==> src/rtl/step_pulse_gen.sv <==
// Debounced up/down button to single-cycle add/sub strobe generator.
// Define STEP_PULSE_AUTO_REPEAT_EN to enable auto-repeat while a button is held.
module step_pulse_gen #(
  parameter int DEBOUNCE_CYCLES = 4,
  parameter int REPEAT_DELAY    = 16,
  parameter int REPEAT_PERIOD   = 4
) (
  input  logic       clk,
  input  logic       rst,
  input  logic       btn_up,
  input  logic       btn_dn,
  input  logic       hold,
  output logic       add,
  output logic       sub,
  output logic [1:0] state
);

  typedef enum logic [1:0] {
    S_IDLE = 2'b00,
    S_UP   = 2'b01,
    S_DN   = 2'b10,
    S_LOCK = 2'b11
  } state_e;

  if (DEBOUNCE_CYCLES < 1 || DEBOUNCE_CYCLES > 255) begin : g_bad_db
    $error("DEBOUNCE_CYCLES must be 1..255");
  end
  if (REPEAT_DELAY < 2 || REPEAT_DELAY > 65535) begin : g_bad_rd
    $error("REPEAT_DELAY must be 2..65535");
  end
  if (REPEAT_PERIOD < 2 || REPEAT_PERIOD > 65535) begin : g_bad_rp
    $error("REPEAT_PERIOD must be 2..65535");
  end

  localparam logic [7:0] DB_M1 = 8'(DEBOUNCE_CYCLES - 1);

  // Channel index 0 = up, 1 = dn.
  logic [1:0] s1_q;
  logic [1:0] s2_q;
  logic [1:0] deb_q;
  logic [1:0] prev_q;
  logic [7:0] cnt_q [2];

  state_e state_q;
  logic   add_q;
  logic   sub_q;

  logic [1:0] rise_d;
  logic       both_d;
  logic       rep_d;

  always_ff @(posedge clk) begin
    if (rst) begin
      s1_q     <= '0;
      s2_q     <= '0;
      deb_q    <= '0;
      prev_q   <= '0;
      cnt_q[0] <= '0;
      cnt_q[1] <= '0;
    end else begin
      s1_q   <= {btn_dn, btn_up};
      s2_q   <= s1_q;
      prev_q <= deb_q;
      for (int i = 0; i < 2; i++) begin
        if (s2_q[i] == deb_q[i]) begin
          cnt_q[i] <= '0;
        end else if (cnt_q[i] == DB_M1) begin
          deb_q[i] <= s2_q[i];
          cnt_q[i] <= '0;
        end else begin
          cnt_q[i] <= cnt_q[i] + 8'd1;
        end
      end
    end
  end

  assign rise_d = deb_q & ~prev_q;
  assign both_d = &deb_q;

`ifdef STEP_PULSE_AUTO_REPEAT_EN
  localparam logic [15:0] RD_M1 = 16'(REPEAT_DELAY - 1);
  localparam logic [15:0] RP_M1 = 16'(REPEAT_PERIOD - 1);

  logic [15:0] rpt_q;
  logic        first_q;

  assign rep_d = (rpt_q == (first_q ? RD_M1 : RP_M1));

  // Timer re-arms in IDLE/LOCK so it is zero on the edge of the first pulse.
  always_ff @(posedge clk) begin
    if (rst || state_q == S_IDLE || state_q == S_LOCK) begin
      rpt_q   <= '0;
      first_q <= 1'b1;
    end else if (rep_d) begin
      rpt_q   <= '0;
      first_q <= 1'b0;
    end else if (rpt_q != 16'hFFFF) begin
      rpt_q <= rpt_q + 16'd1;
    end
  end
`else
  assign rep_d = 1'b0;
`endif

  always_ff @(posedge clk) begin
    if (rst) begin
      state_q <= S_IDLE;
      add_q   <= 1'b0;
      sub_q   <= 1'b0;
    end else begin
      add_q <= 1'b0;
      sub_q <= 1'b0;
      unique case (state_q)
        S_IDLE: begin
          if (both_d) begin
            state_q <= S_LOCK;
          end else if (rise_d[0] && !deb_q[1]) begin
            state_q <= S_UP;
            add_q   <= !hold;
          end else if (rise_d[1] && !deb_q[0]) begin
            state_q <= S_DN;
            sub_q   <= !hold;
          end
        end
        S_UP: begin
          if (both_d) begin
            state_q <= S_LOCK;
          end else if (!deb_q[0]) begin
            state_q <= S_IDLE;
          end else if (rep_d) begin
            add_q <= !hold;
          end
        end
        S_DN: begin
          if (both_d) begin
            state_q <= S_LOCK;
          end else if (!deb_q[1]) begin
            state_q <= S_IDLE;
          end else if (rep_d) begin
            sub_q <= !hold;
          end
        end
        S_LOCK: begin
          if (deb_q == 2'b00) begin
            state_q <= S_IDLE;
          end
        end
      endcase
    end
  end

  assign add   = add_q;
  assign sub   = sub_q;
  assign state = state_q;

endmodule

==> config.mk <==
export PLATFORM = sky130hd
export DESIGN_NAME = step_pulse_gen
export DESIGN_NICKNAME = d
export VERILOG_FILES = /design/src/rtl/step_pulse_gen.sv
export SDC_FILE = /design/constraint.sdc
export NUM_CORES = 1
export LEC_CHECK = 0
export BUFFER_PORTS_ARGS = -buffer_cell sky130_fd_sc_hd__clkbuf_2
export CAP_MARGIN = 20
export CORE_ASPECT_RATIO = 0.6
export CORE_MARGIN = 2
export CORE_UTILIZATION = 30
export DETAILED_ROUTE_END_ITERATION = 10
export PLACE_DENSITY = 0.56
export SLEW_MARGIN = 15
export SYNTH_ARGS = -nofsm -noshare
export SYNTH_HDL_FRONTEND = slang
export SYNTH_SLANG_ARGS = --single-unit
==> constraint.sdc <==
create_clock -name clk -period 2.7 [get_ports clk]
set_input_delay 0.54 -clock clk [delete_from_list [all_inputs] [get_ports clk]]
set_output_delay 0.54 -clock clk [all_outputs]
set_load 0.05 [all_outputs]
After elaboration in Yosys (flattened, before gate mapping)
Memory sizes are Yosys's and may differ from the RTL's.
Cells that the tools add are included.
Widths: inputs -> output; s select.
Storage, ports and cells
  flip-flop bits (word level): 12
  bits in writable memories: 16
  output and inout port bits: 4
  logic and storage cells: 87
  memories: 1
Cells by class
  add/subtract/negate cells: 2
  eq/ne operators: 11
  mux-type cells: 39
  bitwise gates (word level): 13
  reductions and logical operators: 13
Memories
  cnt_q: words 2, bits a word 8, read ports 2, clocked after memory_dff 0, write ports 2, RTL line 42  | logic [7:0] cnt_q [2];
Operators with widths (count)
  $mux 8: 6
  $mux 1: 24
  $add 8x1->8 const B: 2
  $eq 8x2->1 const B: 2
  $mux 2: 8
  $pmux 2 s4: 1
  $ne 3x3->1 const B: 2
  $or 1x1->1: 6
  $reduce_and 2->1: 3
  $not 1->1: 5
  $reduce_or 5->1: 1
  $eq 2x2->1 const B: 2
  $logic_not 2->1: 2
  $ne 4x4->1 const B: 1
  $reduce_and 4->1: 1
  $reduce_or 4->1: 1
  $logic_not 1->1: 3
  $and 2x2->2: 1
  $eq 1x1->1: 2
  $eq 2x1->1 const B: 1
  $logic_and 1x1->1: 2
  $ne 2x2->1 const B: 1
  $not 2->2: 1

Depth between registers and ports, before layout
Gate-level depths: netlist of run 1.
An unclocked memory read counts as a cell.
  word-level depth: 8
  mapped depth: 6

Worst setup path after synthesis of run 1
Ideal clock, no wire load.
  path type: reg-to-reg
  start point: reg state_q[1], in the netlist state[1]
  end point: reg state_q[1], in the netlist state[1]
  library setup time: 0.123 ns
  data arrival time: 1.831 ns
  slack: 0.746 ns
  cell stages (with the launch flop): 7
  path through: dfxtp_1 > inv_1 > ha_1 > nor2b_1 > o21a_1 > a211oi_2 > mux2_1
Between the ends
  cells in the longest elaborated chain, start to end: 3
Ends and longest elaborated chain
  start, declared: RTL line 44  | state_e state_q;
  start signal, assigned: RTL line 107  | state_q <= S_IDLE;
  start signal, assigned: RTL line 116  | state_q <= S_LOCK;
  start signal, assigned: RTL line 118  | state_q <= S_UP;
  $eq 2x2->1, or another cell as far along: RTL line 113  | unique case (state_q)
  $ne 3x3->1 (no line), or another cell as far along
  $reduce_and 4->1 (no line)
Parallel ways exist; a longest one is shown, timed or not.
A chain may end at the register's enable or synchronous reset.

Final worst setup path of run 1
  start point: reg state_q[0], in the netlist state[0]
  end point: reg state_q[1], in the netlist state[1]
Same word-level chain as after synthesis.

==> metrics.txt, run 1 <==
Worst Setup Slack, final ~0.96 ns; final setup TNS 0 ns; critical path's slowest cell dfxtp_1; synth top area cells edfxtp_1 35%, dfxtp_1 18%, ha_1 6.5%; FF-to-FF setup slack ~0.96 ns; chip width about 91 µm; LEAKAGE 0.619 nW; Pwr Total 0.802 mW; worst reg2reg path depth 6; Crit path max-delay family flip-flops; Netlist cell types 27; final hold vios 0; Pins Over Slew Limit 0; Max Root-Sink Buffers 2; wire per inst 10.8 µm; Final Setup Violations 0; gpl congestion 0.864; All-Layer GR Usage 9.35%; die height 56.0 µm; critical path type flop to flop; leading area contributor after synthesis edfxtp_1; Avg Cell Area, Syn approximately 11 µm²; fin crit share between 60% and 70%; Worst Skew 0.00182 ns; Worst Hold Depth 1; CTS hold repair buffers 0; CP Capture Type flop; DR DRC count 0; sequential share of power around three fifths; 1st-iter DRT viols 62; worst skew pair latency 0.26 ns; Final nets 165; Int Power 0.611 mW; post-DP HPWL 1.75 mm; Syn Inst Count around 130; I/O pin count 9; Ys Warns 0; CP peak stage delay 0.45 ns; Ant. Diodes 0; Antenna Nets Post-Route 0; vias in the first global route 782; status finished, final reports clean; die area 5080 µm²; worst setup path end state[1]; R2R Path End state[1]; dpl ws 0.980 ns; cell area after synthesis 1350 µm²; critical path startpoint state[0]; I/O Buffers 8; peak supply drop 260 µV; critical path startpoint category flop; post-route cell area 1550 µm²; row cnt 18; CTS Root Cell clkbuf_8; Hold Slack ~0.44 ns; clock-pin slew on the worst setup and hold paths about 0.08 ns; switch share a little under a quarter; Inserted Clock Buffers 3; share of layout cells above drive strength 1 8.55%; largest net degree at the start of global routing 17; fillcell total 432; via count 909; Seq/Total Area, Yosys between 50% and 60%; worst path buffer plus inverter count 1; Critical Path RT 2.85 ns; Pwr Density 517 nW/µm²; Worst Path Max Fanout 6; initial antenna violation count 0; CTS tree done; Core Area 4210 µm²; worst hold path class flop to flop; Peak Freq 0.573 GHz; post-layout min period between 1.5 and 2 ns; H-tree depth 1; Logic pwr share 12.3%; final core occ 36.8%; switching pwr 0.191 mW; Critical R2R Launch state[0]; Syn-to-layout area delta 14.6%; first-pass GRT wire length 3.80 mm; CP arrival around 1.9 ns; Initial Util 32.1%; Final Non-Filler Cells 212; via/cell ratio between 4 and 5; Yosys top cell area share 35.5%; first drt pass iteration count 4; max cap viols 0; cell chain of the critical path inv_1 > ha_1 > nor2b_1 > o21a_1 > a211oi_2 > mux2_1; Resized cells post-CTS 0; placed inst area 1510 µm²; clock power share 27.3%; Sink Count 28; FF+latch count, synth 28; critical path depth 6; RSZ-0062 raised after global routing no; setup bufs post-CTS 0; Inst Count DP 208; Post-Route WL 2.30 mm; grt ovf 0
==> layout by cell type (no fill, tap or decap) <==
master	count
nor2_1	22
a22o_1	1
mux2i_1	2
a211oi_2	1
xnor2_1	5
nand2b_1	1
clkbuf_8	3
nand2_1	3
a31oi_1	1
conb_1	16
o21a_1	2
and3_1	6
dfxtp_1	12
clkbuf_1	1
nand2b_2	1
inv_1	4
nor4_1	3
xor2_1	9
nand3_1	11
ha_1	7
a21oi_1	3
nor2b_1	6
clkbuf_2	8
a2111oi_0	1
edfxtp_1	16
mux2_1	1
nor3_1	4
o21ai_0	2
==> Yosys cell counts <==
library cell,number
nor2_1,22
edfxtp_1,16
dfxtp_1,12
nand3_1,11
xor2_1,9
ha_1,7
and3_1,6
nor2b_1,6
xnor2_1,5
inv_1,4
nor3_1,4
a21oi_1,3
nand2_1,3
nor4_1,3
buf_4,2
mux2i_1,2
o21a_1,2
o21ai_0,2
a2111oi_0,1
a211oi_2,1
a22o_1,1
a31oi_1,1
clkbuf_1,1
conb_1,1
mux2_1,1
nand2b_1,1
nand2b_2,1
==> kinds of logic (layout without fill, tap and decap cells) <==
| logic type | after synthesis | after routing | synth area share [%] |
|---|---|---|---|
| buffers and inverters | 7 | 16 | 2.49 |
| adders and majority gates | 7 | 7 | 6.47 |
| xor gates and xnor gates | 14 | 14 | 9.06 |
| AOI/OAI and AO/OA | 11 | 11 | 5.64 |
| muxes | 3 | 3 | 2.31 |
| other | 1 | 16 | 0.277 |
| and+or+nand+nor | 57 | 57 | 20.5 |
| DFF | 28 | 28 | 53.2 |
==> flip-flops by register name, summed over array words and instances, names as in the netlist <==
register and count:
cnt_q 16, s2_q 2, prev_q 2, add 1
deb_q 2, state 2, s1_q 2, sub 1
==> layout make-up <==
type / count / area (µm²) / area share, %
well taps: 60 / 75.1 / 4.84
clock buffers: 4 / 45.0 / 2.90
multi-input cells: 108 / 656 / 42.3
flip-flops and latches: 28 / 721 / 46.5
inverters: 4 / 15.0 / 0.968
repair buffers: 8 / 40.0 / 2.58
==> how the worst min path moves through the flow <==
stage,endpoint,from,slack (ns)
after floorplan,sub,prev_q[1],0.40
after global placement,s2_q[1],s1_q[1],0.42
after detailed placement,s2_q[0],s1_q[0],0.43
after CTS,sub,prev_q[1],0.44
after global routing,s2_q[0],s1_q[0],0.47
final,sub,prev_q[1],0.44
==> routing by layer <==
layer,vias up,routed length (µm),GRT usage (%)
met5,-,0,0
met4,0,14,1.98
met3,2,129,3.39
met2,30,933,13.5
met1,400,1220,13.3
li1,477,-,-
==> power groups by stage <==
stage          Clock, mW  Sequential, mW  Combinational (mW)
6_report           0.219           0.485              0.0987
5_1_grt            0.252           0.488               0.109
4_1_cts            0.234           0.485              0.0981
3_5_place_dp           0           0.495              0.0977
3_3_place_gp           0           0.493              0.0950
2_1_floorplan          0           0.505              0.0613
==> worst reg2reg max path, delay by kind of cell (launching register included) <==
family / cells / cell delay (ns)
compound gates: 2 / 0.38
fa+ha+maj: 1 / 0.21
mux: 1 / 0.36
flops: 1 / 0.45
simple gates: 1 / 0.12
buf+inv: 1 / 0.12
No activity file was read; power rests on OpenSTA's default activity.
==> run 2: changes to the inputs <==
--- a/config.mk
+++ b/config.mk
@@ -5,13 +5,14 @@
 export SDC_FILE = /design/constraint.sdc
 export NUM_CORES = 1
 export LEC_CHECK = 0
+export ABC_AREA = 1
 export BUFFER_PORTS_ARGS = -buffer_cell sky130_fd_sc_hd__clkbuf_2
 export CAP_MARGIN = 20
 export CORE_ASPECT_RATIO = 0.6
 export CORE_MARGIN = 2
 export CORE_UTILIZATION = 30
 export DETAILED_ROUTE_END_ITERATION = 10
-export PLACE_DENSITY = 0.56
+export PLACE_DENSITY = 0.58
 export SLEW_MARGIN = 15
 export SYNTH_ARGS = -nofsm -noshare
 export SYNTH_HDL_FRONTEND = slang
==> constraint.sdc (replaced) <==
create_clock -name clk -period 1.5 [get_ports clk]
set_input_delay 0.3 -clock clk [delete_from_list [all_inputs] [get_ports clk]]
set_output_delay 0.3 -clock clk [all_outputs]
set_load 0.05 [all_outputs]
==> metrics.txt, run 2 <==
Pwr Density 896 nW/µm²; Post-Route WL 2.24 mm; Yosys top cell area share 34.4%; commonest cells in the netlist 30 x nor2_1, 22 x nand2_1, 21 x inv_1; most frequent cells in the layout 30 x nor2_1, 22 x nand2_1, 21 x inv_1, 16 x edfxtp_1, 16 x conb_1; Hold Path End s1_q[1]; Antenna Nets Post-Route 0; Seq/Total Area, Yosys 51.6%; fin crit share 92.6%; main flop type after synthesis edfxtp_1; largest net degree at the start of global routing 16; routed wire length on met2 817 µm; Syn-to-layout area delta 19.5%; post-layout min period approximately 1.4 ns; final hold vios 0; Pins Over Slew Limit 0; CTS Root Cell clkbuf_8; worst hold path class input pin to flop; Post-synth EDFFs 16; 1st-iter DRT viols 84; Worst Path Max Fanout 7; status finished, final reports clean; die height 56.9 µm; H-tree depth 1; Syn Inst Count 159; wl on met1 ~1.3 mm; Final Non-Filler Cells 254; final setup TNS 0 ns; peak supply drop between 300 and 400 µV; cell area after synthesis 1400 µm²; Initial Util 30.9%; Sink Count 28; dpl ws 0.0760 ns; Inst Count DP 247; worst reg2reg path depth 6; RSZ-0062 raised after global routing no; clock-pin slew on the worst setup and hold paths 0.10 ns; gpl congestion 0.742; CP arrival 1.43 ns; chip width 92.1 µm; Final Setup Violations 0; count leader, synth nor2_1; vias in the first global route around 860; R2R Path End cnt_q[0][2]; via/cell ratio between 3 and 4; Ys Warns 0; most common cell after layout, fill and taps aside nor2_1; Ant. Diodes 0; Max Root-Sink Buffers 2; CP Capture Type flop; critical path startpoint category flop; Final nets 204; I/O pin count 9; critical path startpoint cnt_q[0][2]; Core Area 4520 µm²; Worst Skew about 0.0043 ns; Critical R2R Launch cnt_q[0][2]; initial antenna violation count 0; max layer used met4; DR DRC count 0; max cap viols 0; Post-synth ARST share 0%; leading area contributor after synthesis edfxtp_1; critical path type flop to flop; Critical Path RT 1.54 ns; Worst Hold Depth 3; via count 984; I/O Buffers 8; FF+latch count, synth 28; FF-to-FF setup slack about 0.11 ns; final core occ 37.0%; worst skew pair latency 0.27 ns; Avg Cell Area, Syn 8.79 µm²; Hold Crit Start btn_dn; Netlist cell types 22; post-DP HPWL 1.73 mm; fillcell total 490; row cnt 19; first drt pass iteration count 4; WL met3 66 µm; All-Layer GR Usage 9.38%; most flop-heavy register cnt_q; wire per inst 8.82 µm; Worst Setup Slack, final 0.111 ns; grt ovf 0; share of layout cells above drive strength 1 between 10% and 20%; CTS tree done; Peak Freq roughly 0.72 GHz; Inserted Clock Buffers 3; first-pass GRT wire length 3.88 mm; die area ~5200 µm²; synth top area cells edfxtp_1 34%, dfxtp_1 17%, nor2_1 8.1%; LEAKAGE 0.715 nW; max FFs per register 16
-- run 2: area by class of cell --
cell class,count,area [µm²],share of cell area [%]
Sequential cell,28,723,43.3
Clock buffer,4,55.1,3.30
Multi-Input combinational cell,120,634,38.0
Tap cell,63,78.8,4.72
Timing Repair Buffer,14,85.1,5.09
Inverter,25,93.8,5.62
-- run 2: worst max path at each step --
| stage | to | slack, ns |
|---|---|---|
| 6_report | cnt_q[0][2] | 0.11 |
| 4_1_cts | cnt_q[0][1] | 0.07 |
| 5_1_grt | cnt_q[0][2] | 0.0007 |
| 2_1_floorplan | state[1] | 0.11 |
| 3_5_place_dp | cnt_q[0][2] | 0.08 |
| 3_3_place_gp | cnt_q[0][1] | 0.11 |
-- run 2: repair_timing --
| item | 4_1_cts | 5_1_grt |
|---|---|---|
| gates resized for setup | 0 | 1 |
| hold buffers | 0 | 0 |
| setup buffers | 0 | 3 |
| setup endpoints to repair | 0 | 6 |
-- run 2: cells by family (layout without fill, tap and decap cells) --
family | Yosys count | count (layout) | synth area share, %
buffers and inverters | 26 | 43 | 7.25
DFF | 28 | 28 | 51.6
adders and majority gates | 7 | 7 | 6.27
and+or+nand+nor | 77 | 77 | 24.0
AOI/OAI and AO/OA | 10 | 10 | 4.39
xor gates and xnor gates | 10 | 10 | 6.27
other | 1 | 16 | 0.268
-- run 2: power by group --
| group | internal [mW] | leakage [nW] | switching [mW] |
|---|---|---|---|
| Clock | 0.235 | 0.0288 | 0.241 |
| Combinational | 0.0564 | 0.423 | 0.0967 |
| Sequential | 0.842 | 0.264 | 0.0259 |
| Total | 1.13 | 0.715 | 0.364 |
-- run 2: per-layer routing --
metal | up-vias | global-route usage, %
met1 | 421 | 14.7
met2 | 9 | 12.2
met3 | 2 | 3.36
met5 | - | 0
met4 | 0 | 1.71
li1 | 552 | -
-- run 2: worst max-delay path, stage by stage, from the launching register on --
cell and delay, ns:
edfxtp_1 0.49, nor2_1 0.14, nand2_1 0.06, nor2_1 0.19, nor2_2 0.08, inv_2 0.14
nor2_1 0.07
-- run 2: stage by stage --
| step | hold slack, ns | cell area [µm²] | power, mW |
|---|---|---|---|
| after floorplan | 0.388 | 1460 | 0.994 |
| after global placement | 0.395 | 1590 | 1.03 |
| after detailed placement | 0.397 | 1590 | 1.03 |
| after CTS | 0.208 | 1650 | 1.50 |
| after global routing | 0.209 | 1670 | 1.56 |
| final | 0.204 | 1670 | 1.50 |
==> run 3: changes to the inputs <==
--- a/config.mk
+++ b/config.mk
@@ -12,7 +12,9 @@
 export CORE_MARGIN = 2
 export CORE_UTILIZATION = 30
 export DETAILED_ROUTE_END_ITERATION = 10
+export GPL_TIMING_DRIVEN = 0
 export PLACE_DENSITY = 0.58
+export REMOVE_ABC_BUFFERS = 1
 export SLEW_MARGIN = 15
 export SYNTH_ARGS = -nofsm -noshare
 export SYNTH_HDL_FRONTEND = slang
==> metrics.txt, run 3 (synthesis results as in run 2) <==
final core occ 36.6%; worst skew pair latency around 0.28 ns; Sink Count 28; worst reg2reg path depth 6; max cap viols 0; via count 983; chip width 92.1 µm; Final Setup Violations 0; sequential share of power 56.2%; CTS Root Cell clkbuf_8; critical path startpoint cnt_q[0][0]; first drt pass iteration count 4; clock power share 34.6%; Final Non-Filler Cells 248; Ant. Diodes 0; Critical Path RT ~1.5 ns; CP arrival 1.41 ns; critical path startpoint category flop; Pwr Density 933 nW/µm²; post-layout min period roughly 1.4 ns; wire per inst between 8 and 9 µm; Peak Freq 0.730 GHz; All-Layer GR Usage 9.22%; gpl congestion 0.772; Logic pwr share 9.3%; via/cell ratio 3.96; status finished, final reports clean; most common cell after layout, fill and taps aside nor2_1; worst setup path end cnt_q[0][1]; Max Root-Sink Buffers 2; fin crit share 91.4%; setup bufs post-CTS 0; Inst Count DP around 240; RSZ-0062 raised after global routing no; most frequent cells in the layout 29 x nor2_1, 22 x nand2_1, 21 x inv_1, 16 x edfxtp_1, 16 x conb_1; Hold Slack 0.201 ns; I/O Buffers 8; Initial Util a little under a third; Inserted Clock Buffers 3; clock-pin slew on the worst setup and hold paths 0.10 ns; Worst Skew 0.00659 ns; most flop-heavy register cnt_q; largest net degree at the start of global routing 17; post-route cell area 1650 µm²; post-DP HPWL 1.64 mm; fillcell total between 400 and 500; 1st-iter DRT viols 17; switching pwr 0.363 mW; worst hold path class input pin to flop; CP Capture Type flop; first-pass GRT wire length 3.83 mm; vias in the first global route 878; DR DRC count 0; Worst Path Max Fanout 7; LEAKAGE 0.688 nW; I/O pin count 9; Core Area 4520 µm²; Pins Over Slew Limit 0; share of layout cells above drive strength 1 between 10% and 20%; H-tree depth 1; Int Power between 1 and 1.5 mW; Final nets 198; initial antenna violation count 0; R2R Path End cnt_q[0][1]; placed inst area 1570 µm²; grt ovf 0; CTS tree done; max FFs per register 16; critical path type flop to flop; peak supply drop roughly 370 µV; die area 5240 µm²; Syn-to-layout area delta 18.4%; final hold vios 0; row cnt 19; switch share 23.5%; Antenna Nets Post-Route 0; Critical R2R Launch cnt_q[0][0]; Post-Route WL 2.19 mm; FF-to-FF setup slack 0.13 ns; die height 56.9 µm
[run 3: metal layers]
layer	part of all wire, %	GRT usage (%)	up-vias
li1	-	-	538
met1	54	13.3	436
met2	42	13.3	7
met3	3.4	3.62	2
met4	0.46	1.28	0
met5	0	0	-
[run 3: worst min-delay path by stage]
stage | from | endpoint | slack, ns | depth (start not counted)
after floorplan | rst | state[0] | 0.37 | 1
after CTS | btn_dn | s1_q[1] | 0.19 | 3
after detailed placement | s1_q[0] | s2_q[0] | 0.39 | 2
after global placement | s1_q[0] | s2_q[0] | 0.39 | 2
after global routing | btn_dn | s1_q[1] | 0.19 | 3
final | btn_dn | s1_q[1] | 0.20 | 3
[run 3: what timing repair did]
action	4_1_cts	5_1_grt
hold buffers	0	0
setup endpoints to repair	0	8
gates resized for setup	0	5
[run 3: cell type report]
class / instances / area [µm²] / area share, %
tap: 63 / 78.8 / 4.77
multi-input combinational: 120 / 654 / 39.6
clock buffer: 4 / 66.3 / 4.01
timing repair buffer: 8 / 40.0 / 2.42
inverter: 25 / 93.8 / 5.67
sequential: 28 / 721 / 43.6
[run 3: power by group through the flow]
stage	Clock [mW]	Combinational, mW	Sequential (mW)
4_1_cts	0.554	0.141	0.866
5_1_grt	0.581	0.167	0.873
2_1_floorplan	0	0.0936	0.895
3_3_place_gp	0	0.141	0.883
6_report	0.534	0.143	0.867
3_5_place_dp	0	0.140	0.884
[run 3: worst max-delay path, stage by stage (launching register included)]
cell	delay (ns)
edfxtp_1	0.38
ha_2	0.23
nand3_1	0.10
nor2_2	0.14
nor2_2	0.07
inv_2	0.15
nor2_1	0.06
[run 3: per-stage QoR]
step	total power [mW]	setup WS (ns)	setup TNS, ns
floorplan	0.989	-0.0999	-0.136
detailed placement	1.02	0.0641	0
CTS	1.56	0.0410	0
global route	1.62	0.00633	0
finish	1.54	0.129	0
global placement	1.02	0.0657	0
